==> src/rtl/dff_sync_pkg.sv <==
// Shared constants and helpers for the per-channel synchroniser/filter.
`timescale 1ns/1ps

package dff_sync_pkg;

    // A chain shorter than this gives no useful MTBF margin.
    localparam int DFF_SYNC_MIN_DEPTH  = 2;

    // The filter needs at least one edge to adopt a new level.
    localparam int DFF_FILT_MIN_CYCLES = 1;

    // Width of the stability counter: enough to hold FILT_CYCLES-1, but never zero bits.
    function automatic int cnt_width(input int filt_cycles);
        int w;
        w = $clog2(filt_cycles);
        return (w < 1) ? 1 : w;
    endfunction

endpackage

==> src/rtl/dff_filter_bit.sv <==
// One channel's debounce filter: stability counter, filtered level, edge pulses, busy flag.
`timescale 1ns/1ps

module dff_filter_bit
    import dff_sync_pkg::*;
#(
    parameter int   FILT_CYCLES = 4,
    parameter logic RST_VAL     = 1'b0
) (
    input  logic clk,
    input  logic rst_n,
    input  logic filt_en,
    input  logic sync_in,
    output logic data,
    output logic rise,
    output logic fall,
    output logic busy
);

    localparam int            CW       = cnt_width(FILT_CYCLES);
    localparam logic [CW-1:0] CNT_LAST = CW'(FILT_CYCLES - 1);

    logic [CW-1:0] cnt;
    logic [CW-1:0] cnt_next;
    logic          data_next;

    // Decide the next filtered level and counter; bypass follows the synced level directly.
    always_comb begin
        cnt_next  = '0;
        data_next = data;
        if (!filt_en) begin
            data_next = sync_in;
        end else if (sync_in != data) begin
            if (cnt == CNT_LAST) begin
                data_next = sync_in;
            end else begin
                cnt_next = cnt + CW'(1);
            end
        end
    end

    // Register level, counter and the flags derived from the next state so they align with data.
    always_ff @(posedge clk or negedge rst_n) begin
        if (!rst_n) begin
            cnt  <= '0;
            data <= RST_VAL;
            rise <= 1'b0;
            fall <= 1'b0;
            busy <= 1'b0;
        end else begin
            cnt  <= cnt_next;
            data <= data_next;
            rise <= data_next & ~data;
            fall <= ~data_next & data;
            busy <= (cnt_next != '0);
        end
    end

endmodule

==> src/rtl/dff_sync.sv <==
// Single-bit multi-flop synchroniser; the last stage is the only safe output.
`timescale 1ns/1ps

module dff_sync #(
    parameter int   DEPTH   = 2,
    parameter logic RST_VAL = 1'b0
) (
    input  logic clk,
    input  logic rst_n,
    input  logic d,
    output logic q
);

    logic [DEPTH-1:0] chain;

    // Shift the raw level through DEPTH flops, stage 0 being the metastable one.
    always_ff @(posedge clk or negedge rst_n) begin
        if (!rst_n) begin
            chain <= {DEPTH{RST_VAL}};
        end else begin
            chain <= {chain[DEPTH-2:0], d};
        end
    end

    assign q = chain[DEPTH-1];

endmodule

==> src/rtl/dff_sync_filter.sv <==
// Per-channel async-level synchroniser with debounce filter and registered edge detection.
`timescale 1ns/1ps

module dff_sync_filter
    import dff_sync_pkg::*;
#(
    parameter int               WIDTH       = 8,
    parameter int               DEPTH       = 2,
    parameter logic [WIDTH-1:0] RST_VAL     = {WIDTH{1'b0}},
    parameter int               FILT_CYCLES = 4
) (
    input  logic             dst_clk,
    input  logic             dst_rst_n,
    input  logic             dst_filt_en,
    input  logic [WIDTH-1:0] src_data,
    output logic [WIDTH-1:0] dst_data,
    output logic [WIDTH-1:0] dst_rise,
    output logic [WIDTH-1:0] dst_fall,
    output logic [WIDTH-1:0] dst_busy
);

    if (DEPTH < DFF_SYNC_MIN_DEPTH) begin : g_bad_depth
        $error("dff_sync_filter: DEPTH must be >= %0d", DFF_SYNC_MIN_DEPTH);
    end

    if (FILT_CYCLES < DFF_FILT_MIN_CYCLES) begin : g_bad_filt
        $error("dff_sync_filter: FILT_CYCLES must be >= %0d", DFF_FILT_MIN_CYCLES);
    end

    logic [WIDTH-1:0] sync_data;

    for (genvar i = 0; i < WIDTH; i++) begin : g_chan
        dff_sync #(
            .DEPTH   (DEPTH),
            .RST_VAL (RST_VAL[i])
        ) u_sync (
            .clk   (dst_clk),
            .rst_n (dst_rst_n),
            .d     (src_data[i]),
            .q     (sync_data[i])
        );

        dff_filter_bit #(
            .FILT_CYCLES (FILT_CYCLES),
            .RST_VAL     (RST_VAL[i])
        ) u_filter (
            .clk     (dst_clk),
            .rst_n   (dst_rst_n),
            .filt_en (dst_filt_en),
            .sync_in (sync_data[i]),
            .data    (dst_data[i]),
            .rise    (dst_rise[i]),
            .fall    (dst_fall[i]),
            .busy    (dst_busy[i])
        );
    end

endmodule

==> config.mk <==
export PLATFORM = sky130hd
export DESIGN_NAME = dff_sync_filter
export DESIGN_NICKNAME = d
export VERILOG_FILES = /design/src/rtl/dff_sync_pkg.sv /design/src/rtl/dff_filter_bit.sv /design/src/rtl/dff_sync.sv /design/src/rtl/dff_sync_filter.sv
export SDC_FILE = /design/constraint.sdc
export NUM_CORES = 1
export LEC_CHECK = 0
export ABC_AREA = 1
export CORE_MARGIN = 2
export CORE_UTILIZATION = 57
export DETAILED_ROUTE_END_ITERATION = 10
export GPL_ROUTABILITY_DRIVEN = 0
export PLACE_DENSITY = 0.89
export SYNTH_ARGS = -nofsm -noshare
export SYNTH_HDL_FRONTEND = slang
export SYNTH_SLANG_ARGS = --single-unit
export TNS_END_PERCENT = 1
==> constraint.sdc <==
create_clock -name dst_clk -period 2.8 [get_ports dst_clk]
set_clock_uncertainty 0.2 [all_clocks]
set_input_delay 0.84 -clock dst_clk [delete_from_list [all_inputs] [get_ports dst_clk]]
set_output_delay 0.84 -clock dst_clk [all_outputs]
set_load 0.01 [all_outputs]
# Yosys cells after proc, flatten, opt, wreduce, memory -nomap -nowiden
# Cells that the tools add are included.
# W data, S select, Z words.
[word_totals] reg_bits=64 input_bits=11 out_inout_bits=32 word_cells=160
[op_classes] add_sub_neg=8 eq_ne=16 muxes=48 bitwise_logic=32 n_reduce_logical=8
[op_table] op="$mux W2" n=24
[op_table] op="$mux W1" n=24
[op_table] op="$add A2 B1 Y2 const B" n=8
[op_table] op="$and A1 B1 Y1" n=16
[op_table] op="$eq A2 B2 Y1 const B" n=8
[op_table] op="$not A1 Y1" n=16
[op_table] op="$reduce_bool A2 Y1" n=8
[op_table] op="$ne A1 B1 Y1" n=8

# Longest topological paths before layout
# Gate-level depths: netlist of the first run.
[depth] depth_word=6 depth_mapped=6 mapped_depth_nobuf=6

# Modules after synthesis
# A second synthesis of the first run with hierarchy kept.
[unflattened] hier_cells=240 area_unflattened_um2=2342.2
[by_module_without_submodules] mod="dff_filter_bit" n_inst=8 cells_each=28 area_per_inst_um2=242.7 seq_area_each_um2=150.1
[by_module_without_submodules] mod="dff_sync" n_inst=8 cells_each=2 area_per_inst_um2=50.0 seq_area_each_um2=50.0

# Least setup slack after synthesis of the first run
# OpenSTA, ideal clock, no wires.
[synth_path] path_kind="input-to-reg" startpoint="in dst_filt_en" endpoint="reg g_chan[2].u_filter.data" setup_ns=0.117 t_arrival_ns=1.303 setup_slack_ns=1.180 path_stages=6 n_path_buf=2 path_cell_list="buf_6 > buf_12 > nand2_4 > nand2_1 > o21ai_1 > inv_1"
[synth_between] elab_chain_len=1
[synth_rtl] element="from (decl)" line_no="dff_sync_filter.sv:14" rtl="input logic dst_filt_en,"
[synth_rtl] element="$mux W1" line_no="dff_filter_bit.sv:31" rtl="if (!filt_en) begin"
[synth_rtl] element="net g_chan[2].u_filter.data_next" line_no="dff_filter_bit.sv:25" rtl="logic data_next;"
[synth_rtl] element="to (signal assigned)" line_no="dff_filter_bit.sv:52" rtl="data <= data_next;"
[synth_rtl] element="to (decl)" line_no="dff_filter_bit.sv:14" rtl="output logic data,"
# The timed path passes the listed nets, and every way through them passes these cells.

# Final worst setup path of the first run
[layout_path] startpoint="reg g_chan[2].u_filter.data" endpoint="out dst_data[2]"
[layout_rtl] element="to (decl)" line_no="dff_sync_filter.sv:16" rtl="output logic [WIDTH-1:0] dst_data,"
# No word-level cell between the ends.

==> flow_summary_export.csv, run 1 <==
group,metric,value,unit
power_and_ir_drop,p_clk_share,33.8,%
setup_path,cp.required,1760,ps
routing,postRouteAntennaNets,0,
synthesis,synth_top_cell_by_area,"dfrtp_1",
power_and_ir_drop,net-switching-power,452,uW
synthesis,yosys_warnings,0,
setup_path,critPathCaptureType,"primary output",
placement,dpl_cell_area,2890,sq um
setup_path,path_buf_inv,1,
cts,post_cts_resized,0,
final_layout,drive_gt1_share,7.05,%
cts,cts_tree,"built",
synthesis,synth-compound-area-share,1.51,%
global_route,grt_pass1_wl,6.43,mm
global_route,grt-ovfl-total,0,
synthesis,synth_area_per_cell,9.68,sq um
cts,cts.sinks,64,
placement,place_ws,584,ps
floorplanning,core_region_area,4410,sq um
floorplanning,num_rows,24,
floorplanning,die_area,5210,sq um
routing,drtIter0Drc,45,
timing,finalSetupTns,0,ps
setup_path,start_kind,"flop",
final_layout,num_antenna_cells,0,
timing,tightest_slew,573,ps
timing,hold_viol,0,
power_and_ir_drop,pwr-share-seq,54.0,%
power_and_ir_drop,leakage,1.80,nW
final_layout,fin_area,3040,sq um
power_and_ir_drop,finalPower,1.88,mW
placement,dp_hpwl,2.60,mm
cts,htreeDepth,3,
synthesis,synth_cell_type_count,13,
global_route,grt.total_usage,16.7,%
floorplanning,die_w,72.2,um
synthesis,synth-seq-area-share,60.4,%
power_and_ir_drop,power_density,620,nW/um^2
setup_path,cp_data_arrival_time,1280,ps
routing,routed_wl,3.65,mm
cts,clockBufferDepth,2,
timing,post-route-period-util,83.0,%
cts,holdBufCountCts,0,
synthesis,synth_xor_xnor_area_share,0,%
final_layout,final_util,68.9,%
routing,vias,1584,
cts,clk_pin_slew,60,ps
global_route,grt_max_degree,40,
routing,vias_per_cell,4.53,
floorplanning,initial_core_util,60.1,%
setup_path,max_stage_delay,560,ps
setup_path,crit_family,"buffers and inverters",
cts,clk_latency,330,ps
floorplanning,io_pins,43,
setup_path,crit_slowest_cell,"clkdlybuf4s50_1",
timing,setup_viol,0,
synthesis,synth_adder_area_share,3.78,%
hold_path,hold_class,"reg -> reg",
setup_path,crit_type,"reg -> out",
cts,root_buffer,"clkbuf_8",
synthesis,synth_top_family_by_area,"buffers and inverters",
synthesis,syn_inst,274,
timing,setup_ws,476,ps
routing,drt-pass1-iter-count,4,
power_and_ir_drop,p_sw_share,24.0,%
global_route,grt_pass1_vias,1581,
global_route,antenna_found_initial,0,
cts,cts_buffers,9,
synthesis,synthMuxAreaShare,0,%
timing,slew_viol_final,0,
setup_path,path_max_fanout,4,
routing,drc,0,
status,status,"finished clean",
run,cap_violations,0,
cts,post_cts_buffers,0,
synthesis,syn_nets,293,
final_layout,layout.nets,314,
synthesis,netlist_area,2650,sq um
timing,rsz0062_at_grt,"false",
power_and_ir_drop,p_int,1.43,mW
routing,wire_per_inst,10.4,um
synthesis,ys_ff_latch,64,
final_layout,area_delta_synth_final,14.7,%
synthesis,yosys.area_share.simple,15.0,%
power_and_ir_drop,p_comb_share,12.2,%
floorplanning,fp.dieH,72.2,um
timing,fin_crit,2320,ps
placement,port_buffers,42,
setup_path,worstPathCellList,"clkdlybuf4s50_1",
power_and_ir_drop,peakVddDrop,0.000467,V
synthesis,yosys.area.top_type_share,60.4,%
timing,maxSlewHeadroom,61.8,%
synthesis,synth_top_cells_by_area,"dfrtp_1 60%, nand2_1 9.5%, buf_4 9.1%",
timing,clock.fmax,0.430,GHz
[state kept, by name (all words and copies together), names as in the netlist]
register	count
g_chan.u_filter.busy	8
g_chan.u_filter.cnt	16
g_chan.u_filter.data	8
g_chan.u_filter.fall	8
g_chan.u_filter.rise	8
g_chan.u_sync.chain	16
[worst paths after layout]
kind	startpoint	endpoint	slack [ps]	cells past startpoint
min in group asynchronous	dst_rst_n	g_chan[5].u_filter.fall	310	1
worst min-delay path	g_chan[2].u_sync.chain[0]	g_chan[2].u_sync.chain[1]	150	0
worst max-delay path	g_chan[2].u_filter.data	dst_data[2]	480	1
worst max register to register	g_chan[2].u_filter.cnt[0]	g_chan[2].u_filter.data	1520	5
worst min register to register	g_chan[2].u_sync.chain[0]	g_chan[2].u_sync.chain[1]	150	0
max in group asynchronous	dst_rst_n	g_chan[3].u_filter.fall	1510	2
[synthesized netlist by cell type]
library cell / instances
inv_1: 64
ha_1: 8
buf_4: 32
buf_12: 1
nor2_1: 22
buf_6: 1
nand2_1: 67
nand2_4: 2
dfrtp_1: 64
nor2_4: 2
o21ai_1: 2
o21ai_0: 6
nand2_2: 3
[metal layers]
| metal | vias up | GRT usage (%) | routed length, um |
|---|---|---|---|
| met5 | - | 0 | 0 |
| met4 | 0 | 9.22 | 46 |
| met3 | 6 | 6.11 | 182 |
| met2 | 31 | 28.8 | 1930 |
| met1 | 752 | 17.6 | 1490 |
| li1 | 795 | - | - |
[cell type report]
type	count	area (sq um)
Inverter	64	240
Sequential cell	64	1600
Timing Repair Buffer	44	443
Clock buffer	13	149
Fill cell	347	1370
Multi-Input combinational cell	112	538
Clock inverter	1	5.00
Tap cell	52	65.1
[power groups by stage]
stage | combinational [mW] | clock [mW] | sequential (mW)
final | 0.230 | 0.636 | 1.02
after global routing | 0.263 | 0.701 | 1.02
after CTS | 0.235 | 0.655 | 1.02
after detailed placement | 0.233 | 0 | 1.03
after global placement | 0.226 | 0 | 1.03
after floorplan | 0.164 | 0 | 1.03
[kinds of logic after synthesis]
| family | Yosys count |
|---|---|
| AO/OA/AOI/OAI | 8 |
| adder cells (fa/ha/maj) | 8 |
| AND/OR/NAND/NOR | 96 |
| flip-flops | 64 |
| buffers and inverters | 98 |
[metrics by stage]
stage	cells	hold WS, ps
finish	350	148
global route	350	156
CTS	350	150
detailed placement	336	136
global placement	336	132
floorplan	274	131
[layout by cell type (no fill, tap or decap), types with 2 or more instances in the layout]
cell / instances
clkbuf_1: 3
clkbuf_8: 10
clkdlybuf4s50_1: 41
dfrtp_1: 64
ha_1: 8
inv_1: 64
nand2_1: 67
nand2_2: 3
nand2_4: 2
nor2_1: 22
nor2_4: 2
o21ai_0: 6
o21ai_1: 2
Power figures use the tool's default switching activity.
==> inputs of run 2 (changes only) <==
Settings changed: CORE_UTILIZATION 57 to 52, PLACE_DENSITY 0.89 to 0.83.
Clock period 2.8 ns to 2.4 ns, I/O delays scaled along.
==> flow_summary_export.csv, run 2 (synthesis gave the netlist of run 1 again) <==
group,metric,value,unit
floorplanning,die_area,5690,sq um
global_route,grt_pass1_wl,6.13,mm
status,status,"finished clean",
power_and_ir_drop,p_sw_share,24.1,%
setup_path,path_max_fanout,4,
setup_path,start_kind,"flop",
global_route,grt_pass1_vias,1460,
timing,finalSetupTns,0,ps
timing,maxSlewHeadroom,78.2,%
routing,postRouteAntennaNets,0,
cts,clk_latency,330,ps
cts,cts_tree,"built",
floorplanning,io_pins,43,
timing,hold_viol,0,
routing,drtIter0Drc,79,
setup_path,crit_slowest_cell,"clkdlybuf4s50_1",
placement,dp_hpwl,2.43,mm
final_layout,multi_input_area,538,sq um
floorplanning,initial_core_util,55.0,%
placement,port_buffers,42,
final_layout,top_regs,"g_chan.u_filter.cnt: 16 flops, g_chan.u_sync.chain: 16 flops",
final_layout,area_delta_synth_final,16.4,%
final_layout,ff_latch_area,1600,sq um
cts,post_cts_buffers,0,
final_layout,final_common_cell,"nand2_1",
cts,clockBufferDepth,2,
power_and_ir_drop,p_comb_share,11.7,%
cts,htreeDepth,3,
hold_path,hold_class,"reg -> reg",
setup_path,crit_family,"buffers and inverters",
power_and_ir_drop,pwr-share-seq,51.2,%
power_and_ir_drop,finalPower,2.31,mW
routing,routed_wl,3.59,mm
cts,holdBufCountCts,0,
global_route,antenna_found_initial,0,
final_layout,num_antenna_cells,0,
routing,drt-pass1-iter-count,4,
power_and_ir_drop,peakVddDrop,0.000484,V
final_layout,drive_gt1_share,7.67,%
floorplanning,num_rows,25,
timing,slew_viol_final,0,
timing,tightest_slew,327,ps
timing,post-route-period-util,92.6,%
setup_path,path_buf_inv,1,
cts,cts.sinks,64,
routing,wire_per_inst,9.78,um
power_and_ir_drop,leakage,1.81,nW
setup_path,crit_type,"reg -> out",
global_route,grt_max_degree,65,
floorplanning,core_region_area,4820,sq um
run,cap_violations,0,
routing,vias,1566,
cts,clk_pin_slew,70,ps
setup_path,worstPathCellList,"clkdlybuf4s50_1",
setup_path,max_stage_delay,560,ps
timing,fin_crit,2220,ps
floorplanning,die_w,75.4,um
setup_path,cp.required,1480,ps
power_and_ir_drop,net-switching-power,557,uW
final_layout,layout.nets,314,
timing,setup_viol,0,
cts,post_cts_resized,0,
global_route,grt.total_usage,15.1,%
timing,rsz0062_at_grt,"false",
cts,cts_buffers,9,
power_and_ir_drop,power_density,749,nW/um^2
routing,drc,0,
final_layout,nFillCells,401,
final_layout,mostFrequentLayoutCells,"67 x nand2_1, 64 x inv_1, 64 x dfrtp_1, 41 x clkdlybuf4s50_1, 22 x nor2_1",
floorplanning,fp.dieH,75.4,um
setup_path,cp_data_arrival_time,1300,ps
global_route,grt-ovfl-total,0,
routing,vias_per_cell,4.27,
setup_path,critPathCaptureType,"primary output",
timing,clock.fmax,0.450,GHz
power_and_ir_drop,p_int,1.76,mW
power_and_ir_drop,p_clk_share,37.1,%
cts,root_buffer,"clkbuf_8",
run 2: changes by cell type in the layout (fill, tap and decap cells not counted):
| cell | before | now |
|---|---|---|
| clkinv_2 | 1 | 3 |
| bufinv_16 | 0 | 1 |
| clkbuf_8 | 10 | 9 |
run 2: worst paths after layout:
| kind | start | to | slack [ps] | depth (start not counted) |
|---|---|---|---|---|
| min in group asynchronous | dst_rst_n | g_chan[2].u_filter.rise | 180 | 2 |
| max in group asynchronous | dst_rst_n | g_chan[3].u_filter.rise | 1550 | 2 |
| max | g_chan[5].u_filter.data | dst_data[5] | 180 | 1 |
| min | g_chan[0].u_sync.chain[0] | g_chan[0].u_sync.chain[1] | 150 | 0 |
| max reg2reg | g_chan[3].u_filter.cnt[0] | g_chan[3].u_filter.data | 1120 | 5 |
| min reg2reg | g_chan[0].u_sync.chain[0] | g_chan[0].u_sync.chain[1] | 150 | 0 |
run 2: power groups by stage:
stage	combinational, mW	sequential [mW]	clock [mW]
after global routing	0.308	1.19	0.920
after global placement	0.265	1.20	0
after floorplan	0.192	1.20	0
final	0.270	1.19	0.858
after detailed placement	0.273	1.21	0
after CTS	0.276	1.19	0.881
run 2: stage by stage:
stage	worst slack [ps]	utilization (%)	hold WS, ps	cell area, sq um	instances
6_report	178	64.1	148	3090	367
5_1_grt	109	64.1	150	3090	367
4_1_cts	157	64.1	150	3090	367
3_5_place_dp	253	60.3	135	2910	351
3_3_place_gp	339	60.3	132	2910	351
2_1_floorplan	900	-	131	2650	274
run 2: final cells by class:
type                    count  share of cell area, %
repair buffers             44                   14.3
inverters                  64                   7.78
flip-flops and latches     64                   51.9
clock inverters             4                   1.46
well taps                  67                   2.72
multi-input cells         112                   17.4
clock buffers              12                   4.38
run 2: per-layer routing:
layer	up-vias	global-route usage (%)	routed length (um)	part of all wire [%]
li1	794	-	-	-
met1	729	16.7	1460	41
met2	35	24.5	1820	51
met3	8	5.95	225	6.3
met4	0	9.36	87	2.4
met5	-	0	0	0
